--- src/rtl/spi_mem_pkg.sv ---
// Shared definitions for the SPI memory responder: opcodes, address width, FSM encoding.
// Latency: n/a (types and constants only).
// Backpressure: n/a.
package spi_mem_pkg;

    localparam int ADDR_W = 24;

    localparam logic [7:0] OP_READ  = 8'h03;
    localparam logic [7:0] OP_WRITE = 8'h02;

    typedef logic [ADDR_W-1:0] addr_t;

    // One-hot state encoding
    typedef enum logic [5:0] {
        S_IDLE   = 6'b000001,
        S_CMD    = 6'b000010,
        S_ADDR   = 6'b000100,
        S_RD     = 6'b001000,
        S_WR     = 6'b010000,
        S_IGNORE = 6'b100000
    } state_t;

endpackage

--- src/rtl/spi_sync_edge.sv ---
// Two-flop synchronizers for sclk/cs_n/mosi plus edge detection on the synchronized sclk and cs_n.
// Latency: 2 clk to synchronized level; edge strobes are valid in the cycle the new level appears.
// Backpressure: none; every edge produces a single-cycle strobe.
module spi_sync_edge
    import spi_mem_pkg::*;
(
    input  logic clk,
    input  logic rst_n,
    input  logic sclk,
    input  logic cs_n,
    input  logic mosi,
    output logic sclk_s,
    output logic cs_n_s,
    output logic mosi_s,
    output logic sclk_rise,
    output logic sclk_fall,
    output logic cs_fall,
    output logic cs_rise
);

    logic [1:0] sclk_ff;
    logic [1:0] cs_ff;
    logic [1:0] mosi_ff;
    logic       sclk_d;
    logic       cs_d;

    // Synchronizer chains plus one extra delay stage for edge detection; presets avoid fake edges out of reset
    always_ff @(posedge clk) begin
        if (!rst_n) begin
            sclk_ff <= 2'b00;
            cs_ff   <= 2'b11;
            mosi_ff <= 2'b00;
            sclk_d  <= 1'b0;
            cs_d    <= 1'b1;
        end else begin
            sclk_ff <= {sclk_ff[0], sclk};
            cs_ff   <= {cs_ff[0], cs_n};
            mosi_ff <= {mosi_ff[0], mosi};
            sclk_d  <= sclk_ff[1];
            cs_d    <= cs_ff[1];
        end
    end

    assign sclk_s    = sclk_ff[1];
    assign cs_n_s    = cs_ff[1];
    assign mosi_s    = mosi_ff[1];
    assign sclk_rise =  sclk_ff[1] & ~sclk_d;
    assign sclk_fall = ~sclk_ff[1] &  sclk_d;
    assign cs_fall   = ~cs_ff[1]   &  cs_d;
    assign cs_rise   =  cs_ff[1]   & ~cs_d;

endmodule

--- src/rtl/spi_mem_responder.sv ---
// SPI mode-0 target bridging READ (0x03) / WRITE (0x02) commands with 24-bit address onto a byte memory port.
// Latency: strobes issue 3 clk after the byte-completing sclk edge at the pin; miso updates 3 clk after sclk fall.
// Backpressure: none; the initiator paces everything and the memory must answer reads exactly 1 clk after mem_re.
module spi_mem_responder
    import spi_mem_pkg::*;
#(
    parameter int SCLK_MIN_RATIO = 8
)(
    input  logic        clk,
    input  logic        rst_n,
    input  logic        sclk,
    input  logic        cs_n,
    input  logic        mosi,
    output logic        miso,
    output logic [23:0] mem_addr,
    output logic        mem_re,
    input  logic [7:0]  mem_rdata,
    output logic        mem_we,
    output logic [7:0]  mem_wdata,
    output logic        busy
);

    logic   sclk_s;
    logic   cs_n_s;
    logic   mosi_s;
    logic   sclk_rise;
    logic   sclk_fall;
    logic   cs_fall;
    logic   cs_rise;

    state_t      state;
    state_t      state_nx;
    logic [2:0]  bit_cnt;
    logic [1:0]  byte_cnt;
    logic [23:0] shift;
    logic [7:0]  tx;
    logic [7:0]  hold;
    logic        re_d;
    logic        is_rd;
    addr_t       addr;
    logic        re_set;
    logic        we_set;
    logic        byte_done;
    logic [7:0]  rx_byte;
    logic [7:0]  sclk_high_cnt;

    spi_sync_edge u_sync (
        .clk       (clk),
        .rst_n     (rst_n),
        .sclk      (sclk),
        .cs_n      (cs_n),
        .mosi      (mosi),
        .sclk_s    (sclk_s),
        .cs_n_s    (cs_n_s),
        .mosi_s    (mosi_s),
        .sclk_rise (sclk_rise),
        .sclk_fall (sclk_fall),
        .cs_fall   (cs_fall),
        .cs_rise   (cs_rise)
    );

    assign byte_done = sclk_rise && (bit_cnt == 3'd7);
    assign rx_byte   = {shift[6:0], mosi_s};

    // State register
    always_ff @(posedge clk) begin
        if (!rst_n) begin
            state <= S_IDLE;
        end else begin
            state <= state_nx;
        end
    end

    // Next state and strobe requests; RD/WR strobes still fire when cs_n rises on the completing edge
    always_comb begin
        state_nx = state;
        re_set   = 1'b0;
        we_set   = 1'b0;
        case (state)
            S_IDLE: begin
                if (cs_fall) state_nx = S_CMD;
            end
            S_CMD: begin
                if (cs_rise) begin
                    state_nx = S_IDLE;
                end else if (byte_done) begin
                    state_nx = (rx_byte == OP_READ || rx_byte == OP_WRITE) ? S_ADDR : S_IGNORE;
                end
            end
            S_ADDR: begin
                if (cs_rise) begin
                    state_nx = S_IDLE;
                end else if (byte_done && byte_cnt == 2'd2) begin
                    state_nx = is_rd ? S_RD : S_WR;
                    re_set   = is_rd;
                end
            end
            S_RD: begin
                re_set = byte_done;
                if (cs_rise) state_nx = S_IDLE;
            end
            S_WR: begin
                we_set = byte_done;
                if (cs_rise) state_nx = S_IDLE;
            end
            S_IGNORE: begin
                if (cs_rise) state_nx = S_IDLE;
            end
            default: state_nx = S_IDLE;
        endcase
    end

    // Datapath: counters, shifters, address pointer, memory strobes and read hold byte
    always_ff @(posedge clk) begin
        if (!rst_n) begin
            bit_cnt   <= 3'd0;
            byte_cnt  <= 2'd0;
            shift     <= 24'd0;
            tx        <= 8'd0;
            hold      <= 8'd0;
            re_d      <= 1'b0;
            is_rd     <= 1'b0;
            addr      <= '0;
            mem_re    <= 1'b0;
            mem_we    <= 1'b0;
            mem_wdata <= 8'd0;
        end else begin
            mem_re <= re_set;
            mem_we <= we_set;
            re_d   <= mem_re;
            if (re_d) hold <= mem_rdata;
            if (we_set) mem_wdata <= rx_byte;
            // Post-increment after each strobe; natural 24-bit wrap
            if (mem_re || mem_we) addr <= addr + 24'd1;

            if (state == S_IDLE || cs_rise) begin
                bit_cnt  <= 3'd0;
                byte_cnt <= 2'd0;
                shift    <= 24'd0;
                tx       <= 8'd0;
            end else begin
                if (sclk_rise) begin
                    shift   <= {shift[22:0], mosi_s};
                    bit_cnt <= bit_cnt + 3'd1;
                    if (bit_cnt == 3'd7) byte_cnt <= byte_cnt + 2'd1;
                    if (state == S_CMD && bit_cnt == 3'd7) begin
                        is_rd    <= (rx_byte == OP_READ);
                        byte_cnt <= 2'd0;
                    end
                    if (state == S_ADDR && bit_cnt == 3'd7 && byte_cnt == 2'd2) begin
                        addr <= {shift[22:0], mosi_s};
                    end
                end
                // First falling edge of each byte loads the prefetched byte, the rest shift it out
                if (sclk_fall && state == S_RD) begin
                    tx <= (bit_cnt == 3'd0) ? hold : {tx[6:0], 1'b0};
                end
            end
        end
    end

    // Track how long synchronized sclk has been high, to check the initiator respects the clock ratio
    always_ff @(posedge clk) begin
        if (!rst_n || !sclk_s) begin
            sclk_high_cnt <= 8'd0;
        end else if (sclk_high_cnt != 8'hFF) begin
            sclk_high_cnt <= sclk_high_cnt + 8'd1;
        end
    end

    assert property (@(posedge clk) disable iff (!rst_n)
        sclk_fall |-> (sclk_high_cnt >= 8'(SCLK_MIN_RATIO / 2 - 1)));

    assert property (@(posedge clk) disable iff (!rst_n) !(mem_re && mem_we));

    assign miso     = (state == S_RD) ? tx[7] : 1'b0;
    assign mem_addr = addr;
    assign busy     = ~cs_n_s;

endmodule

--- config.mk ---
export PLATFORM = sky130hd
export DESIGN_NAME = spi_mem_responder
export DESIGN_NICKNAME = d
export VERILOG_FILES = /design/src/rtl/spi_mem_pkg.sv /design/src/rtl/spi_sync_edge.sv /design/src/rtl/spi_mem_responder.sv
export SDC_FILE = /design/constraint.sdc
export NUM_CORES = 1
export LEC_CHECK = 0
export ABC_AREA = 0
export CAP_MARGIN = 20
export CORE_MARGIN = 2
export CORE_UTILIZATION = 40
export CTS_BUF_LIST = sky130_fd_sc_hd__clkbuf_4 sky130_fd_sc_hd__clkbuf_8 sky130_fd_sc_hd__clkbuf_16
export DETAILED_ROUTE_END_ITERATION = 12
export PLACE_DENSITY_LB_ADDON = 0.3
export SYNTH_ARGS = -nofsm -noshare
export SYNTH_HDL_FRONTEND = slang
export SYNTH_SLANG_ARGS = --single-unit
--- constraint.sdc ---
create_clock -name clk -period 4.2 [get_ports clk]
set_input_delay 0.84 -clock clk [delete_from_list [all_inputs] [get_ports clk]]
set_output_delay 0.84 -clock clk [all_outputs]
set_load 0.005 [all_outputs]
==> metrics.yaml, run 1 <==
detailed_routing:
  initialDrtViolationCount: 129
  wl_per_cell_um: 13.4
  drt_pass1_iterations: 4
  wirelength_mm: 8.56
  final_antenna_net_count: 0
  drc: 0
  vias: 3288
  routed_via_density: 5.15
timing:
  rsz0062_at_grt: "no"
  fin_skew_ps: 7.83
  setup_violations: 0
  post-route-min-period_ps: 3070
  fin_crit_sh_pct: 73.1
  hold_viol: 0
  fin_setup_tns_ps: 0
  tightest_slew_ps: 999
  final_max_slew_viol_count: 0
  fmax_mhz: 326
  max_slew_margin_pct: 33.4
logic_synthesis:
  yosysTopAreaCell: "dfxtp_1"
  synthTopCellsByArea: "dfxtp_1 46%, mux2i_1 6.6%, a21oi_1 6.0%"
  synth.net_count: 481
  ys.flop_type: "dfxtp_1"
  synth_top_area_share_pct: 46.3
  yosys_warnings: 0
  ys_types: 45
  syn_area_mm2: 0.00407
  postSynthAreaPerCell_um2: 8.78
  async_flop_share_pct: 0
  ys_seq_area_share_pct: 46.3
  ys_ff_latch: 94
  synth_edf_count: 0
  syn-instance-count: 463
cells_and_area:
  antenna_cells: 0
  final_util_pct: 49.8
  fillers: 984
  drive_above_1_share_pct: 6.32
  regArea_mm2: 0.00188
  syn_to_final_growth_pct: 20.3
  multi_input_area_mm2: 0.00203
  final_nets: 519
power_and_ir_drop:
  powerDensity_mw_per_mm2: 380
  peakVddDrop_mv: 0.269
  p_sw_uw: 457
  seqPwrFrac_pct: 49.3
  leakagePower_nw: 1.70
  power.internal_mw: 1.40
  p_comb_share_pct: 10.9
  switching_share_pct: 24.6
  p_clk_share_pct: 39.8
clock_tree:
  path_clk_slew_ps: 90
  hold_buffers: 0
  cts_resized: 0
  insertion_delay_ps: 350
  cts-root-buf: "clkbuf_8"
  cts.sinks: 94
  htreeDepth: 3
  cts_made_buffers: 9
  postCtsSetupBuffers: 0
  ctsLongestPathBuffers: 2
  cts_tree: "done"
floorplan:
  core_region_area_mm2: 0.00982
  top_level_ports: 49
  initial_core_util_pct: 41.4
  fp.dieH_um: 105
  die_w_um: 105
  die_area_mm2: 0.0110
  num_rows: 36
worst_setup_path:
  critPathTopFamily: "simple AND/OR/NAND/NOR gates"
  cp.arrival_ps: 2230
  worst-path-max-fanout: 6
  slowest_stage: "or4_1"
  cp_cell_sequence: "or4_1 > nor3b_2 > and2_1 > clkdlybuf4s50_1"
  cpPeakStageDelay_ps: 560
  cp-end-kind: "output port"
  critPathLaunchType: "flop"
  cp.buffers_inverters: 1
  criticalPathCategory: "flop to output port"
  critPathRequiredTime_ps: 3360
global_routing:
  grtUsageTotal_pct: 15.9
  grt_max_degree: 37
  antenna_found_initial: 0
  grt_pass1_vias: 3052
  grt_pass1_wl_mm: 14.4
  gr-total-overflow: 0
placement:
  portBuffers: 48
  hpwlAfterDp_mm: 6.02
  gp_congestion: 0.822
min_path:
  min_path_type: "flop to flop"
run_status:
  outcome: "completed"
job:
  maxCapViolations: 0
-- worst reg2reg max path, stage by stage, from the launching register on --
cell and delay [ps]:
dfxtp_1 370, nor4_2 450, and3b_1 310, nand4_2 580, buf_4 440, a211oi_1 200
-- sequential cells by signal, indices dropped and copies added (netlist names) --
register / flops
mem_we: 1
byte_cnt: 2
state: 6
bit_cnt: 3
mem_re: 1
tx: 8
is_rd: 1
shift: 23
u_sync.mosi_ff: 2
u_sync.cs_d: 1
hold: 8
u_sync.sclk_ff: 2
u_sync.sclk_d: 1
mem_addr: 24
re_d: 1
mem_wdata: 8
u_sync.cs_ff: 2
-- cells in the final DEF (no fill, tap or decap), types with 2 or more instances in the layout --
cell type        instances
nand3_1                 13
xnor2_1                 13
and3b_1                  3
nand2_1                 62
a22oi_1                  2
a21oi_1                 49
nand2b_1                 6
nor4_1                   6
bufinv_16                3
o211ai_1                 4
nor3_1                   9
clkbuf_8                11
clkdlybuf4s50_1         48
nor2_1                  42
nand4_4                  2
nand3b_1                 2
dfxtp_1                 94
and2_1                  10
o21ai_0                 23
or4_1                    2
xor2_1                  11
nor2b_1                  4
a211oi_2                 2
inv_1                   12
and3_1                   2
a211oi_1                12
buf_4                    5
mux2i_1                 27
ha_1                     5
nand4_1                  6
-- path summary, 6_finish.rpt --
kind	slack, ps	startpoint	endpoint	cells after the start
setup reg to reg	1760	state[5]	mem_addr[4]	5
hold reg to reg	420	u_sync.cs_ff[0]	u_sync.cs_ff[1]	1
hold / removal	420	u_sync.cs_ff[0]	u_sync.cs_ff[1]	1
setup / recovery	1130	state[5]	miso	4
-- area by class of cell --
type	instances	area share [%]
well taps	133	3.40
repair buffers	53	10.6
clock buffers	11	3.09
multi-input cells	331	41.4
clock inverters	5	2.12
flip-flops and latches	94	38.5
inverters	12	0.921
-- stage by stage --
step                worst slack [ps]  hold WS [ps]  area, um^2  std cells  total power [mW]
global placement                1400           390        4640        623              1.13
CTS                             1110           422        4890        639              1.87
floorplan                       2150           386        4070        463              1.08
global route                    1050           430        4890        639              1.93
finish                          1130           417        4890        639              1.86
detailed placement              1390           400        4640        623              1.14
-- cell usage after synthesis, types with 2 or more instances --
cell / instances
dfxtp_1: 94
nand2_1: 62
a21oi_1: 49
nor2_1: 42
mux2i_1: 27
o21ai_0: 23
clkbuf_1: 17
nand3_1: 13
xnor2_1: 13
a211oi_1: 12
inv_1: 12
xor2_1: 11
and2_1: 10
nor3_1: 9
nand2b_1: 6
nand4_1: 6
nor4_1: 6
buf_1: 5
ha_1: 5
nor2b_1: 4
o211ai_1: 4
and3b_1: 3
a211oi_2: 2
a22oi_1: 2
and3_1: 2
buf_4: 2
nand3b_1: 2
nand4_4: 2
or4_1: 2
-- power groups by stage --
stage | Sequential (mW) | Combinational (mW) | Clock, mW
finish | 0.916 | 0.203 | 0.739
global route | 0.919 | 0.224 | 0.788
CTS | 0.916 | 0.201 | 0.753
detailed placement | 0.937 | 0.200 | 0
global placement | 0.935 | 0.197 | 0
floorplan | 0.933 | 0.151 | 0
-- metal layers --
layer,global-route usage [%],part of all wire [%],vias up
li1,-,-,1680
met1,20.4,48,1547
met2,26.9,48,56
met3,2.50,3.0,5
met4,6.00,1.1,0
met5,0,0,-
-- cells by family after synthesis --
logic type               after synthesis  synth area share (%)
XOR/XNOR                              24                  5.17
adder cells (fa/ha/maj)                5                  1.54
multiplexers                          27                  6.65
flip-flops                            94                  46.3
buffers and inverters                 38                  3.91
AND/OR/NAND/NOR                      178                  22.5
AO/OA/AOI/OAI                         97                  14.0
Power figures use the tool's default switching activity.
==> run 2: changes to the inputs <==
==> constraint.sdc (replaced) <==
create_clock -name clk -period 2.6 [get_ports clk]
set_input_delay 0.52 -clock clk [delete_from_list [all_inputs] [get_ports clk]]
set_output_delay 0.52 -clock clk [all_outputs]
set_load 0.005 [all_outputs]
==> run 2 against run 1 <==
- die area is the same
- critical path depth grew 7
- worst hold slack gained 0.73 ps
==> metrics.yaml, run 2 (same netlist as run 1, synthesis figures left out) <==
run_status:
  outcome: "completed"
global_routing:
  antenna_found_initial: 0
  gr-total-overflow: 0
  grt_pass1_wl_mm: 14.2
  grtUsageTotal_pct: 15.9
  grt_pass1_vias: 3001
  grt_max_degree: 46
worst_setup_path:
  cp_cell_sequence: "or4_4 > nor3b_2 > buf_4 > buf_4 > buf_4 > buf_4 > buf_4 > buf_4 > and3b_2 > nor2_1 > a211oi_1"
  critPathTopFamily: "simple AND/OR/NAND/NOR gates"
  path_common_cell: "buf_4"
  worst-path-max-fanout: 16
  critPathRequiredTime_ps: 2870
  cp-end-kind: "flop"
  criticalPathCategory: "flop to flop"
  cp.arrival_ps: 2670
  critPathLaunchType: "flop"
  cp.buffers_inverters: 6
  cpPeakStageDelay_ps: 520
  slowest_stage: "or4_4"
cells_and_area:
  mostFrequentLayoutCells: "92 x dfxtp_1, 62 x nand2_1, 49 x a21oi_1"
  finalNonFillerCells: 644
  largest_reg_flops: 24
  syn_to_final_growth_pct: 20.1
  drive_above_1_share_pct: 8.02
  layout_commonest_cell: "dfxtp_1"
  final_nets: 527
  fin_area_mm2: 0.00488
  antenna_cells: 0
floorplan:
  initial_core_util_pct: 41.4
  die_w_um: 105
  fp.dieH_um: 105
  core_region_area_mm2: 0.00982
  top_level_ports: 49
  num_rows: 36
  die_area_mm2: 0.0110
detailed_routing:
  drt_pass1_iterations: 4
  wirelength_mm: 8.67
  final_antenna_net_count: 0
  routed_via_density: 5.14
  vias: 3312
  wl_per_cell_um: 13.5
  initialDrtViolationCount: 99
  drc: 0
power_and_ir_drop:
  p_clk_share_pct: 33.8
  power.internal_mw: 2.04
  p_comb_share_pct: 12.3
  peakVddDrop_mv: 0.363
  powerDensity_mw_per_mm2: 563
  seqPwrFrac_pct: 53.9
  switching_share_pct: 25.7
  leakagePower_nw: 1.72
  p_sw_uw: 705
timing:
  hold_viol: 0
  rsz0062_at_grt: "no"
  fin_setup_tns_ps: 0
  setup_violations: 0
  fin_crit_sh_pct: 92.5
  max_slew_margin_pct: 54.7
  tightest_slew_ps: 673
  fin_skew_ps: 7.31
  post-route-min-period_ps: 2400
  final_max_slew_viol_count: 0
  fmax_mhz: 416
placement:
  hpwlAfterDp_mm: 5.95
  place_inst: 625
  portBuffers: 48
  postPlaceCellArea_mm2: 0.00465
  gp_congestion: 0.796
clock_tree:
  cts.sinks: 94
  path_clk_slew_ps: 90
  cts_tree: "done"
  cts-root-buf: "clkbuf_8"
  ctsLongestPathBuffers: 2
  insertion_delay_ps: 350
  htreeDepth: 3
  cts_made_buffers: 9
min_path:
  min_path_type: "flop to flop"
job:
  maxCapViolations: 0
==> run 2: repair_timing <==
| item | 4_1_cts | 5_1_grt |
|---|---|---|
| buffers inserted | 6 | 0 |
| pin swaps | 2 | 0 |
| endpoints found under the setup margin | 1 | 8 |
| hold buffers | 0 | 0 |
| gates resized for setup | 4 | 1 |
==> run 2: layout make-up <==
type	count	area (um^2)
repair buffers	61	577
clock buffers	11	145
well taps	133	166
fillers	978	4940
inverters	12	45.0
multi-input cells	331	2030
clock inverters	2	35.0
flip-flops and latches	94	1880
==> run 2: per-layer routing <==
layer	wire length, um	vias to the layer above	GRT usage (%)
li1	-	1696	-
met1	4020	1555	20.5
met2	4250	53	26.5
met3	324	8	3.68
met4	80	0	4.57
met5	0	-	0
==> run 2: worst paths after layout <==
check	slack, ps	start	endpoint	cells past startpoint
setup reg to reg	200	state[5]	tx[5]	11
hold reg to reg	420	u_sync.cs_ff[0]	u_sync.cs_ff[1]	1
setup / recovery	200	state[5]	tx[5]	11
hold / removal	420	u_sync.cs_ff[0]	u_sync.cs_ff[1]	1
==> run 2: through the flow <==
| step | setup slack (ps) | util (%) | total power [mW] | hold slack (ps) |
|---|---|---|---|---|
| floorplan | 772 | - | 1.75 | 386 |
| global placement | 301 | 47.4 | 1.83 | 397 |
| CTS | 41.8 | 49.7 | 2.76 | 425 |
| finish | 195 | 49.7 | 2.75 | 418 |
| global route | 44.3 | 49.7 | 2.86 | 436 |
| detailed placement | 264 | 47.4 | 1.84 | 400 |
==> run 2: power by group through the flow <==
stage	combinational [mW]	clock, mW	sequential (mW)
finish	0.338	0.929	1.48
global route	0.368	1.01	1.48
CTS	0.335	0.948	1.48
detailed placement	0.329	0	1.51
global placement	0.318	0	1.51
floorplan	0.244	0	1.51
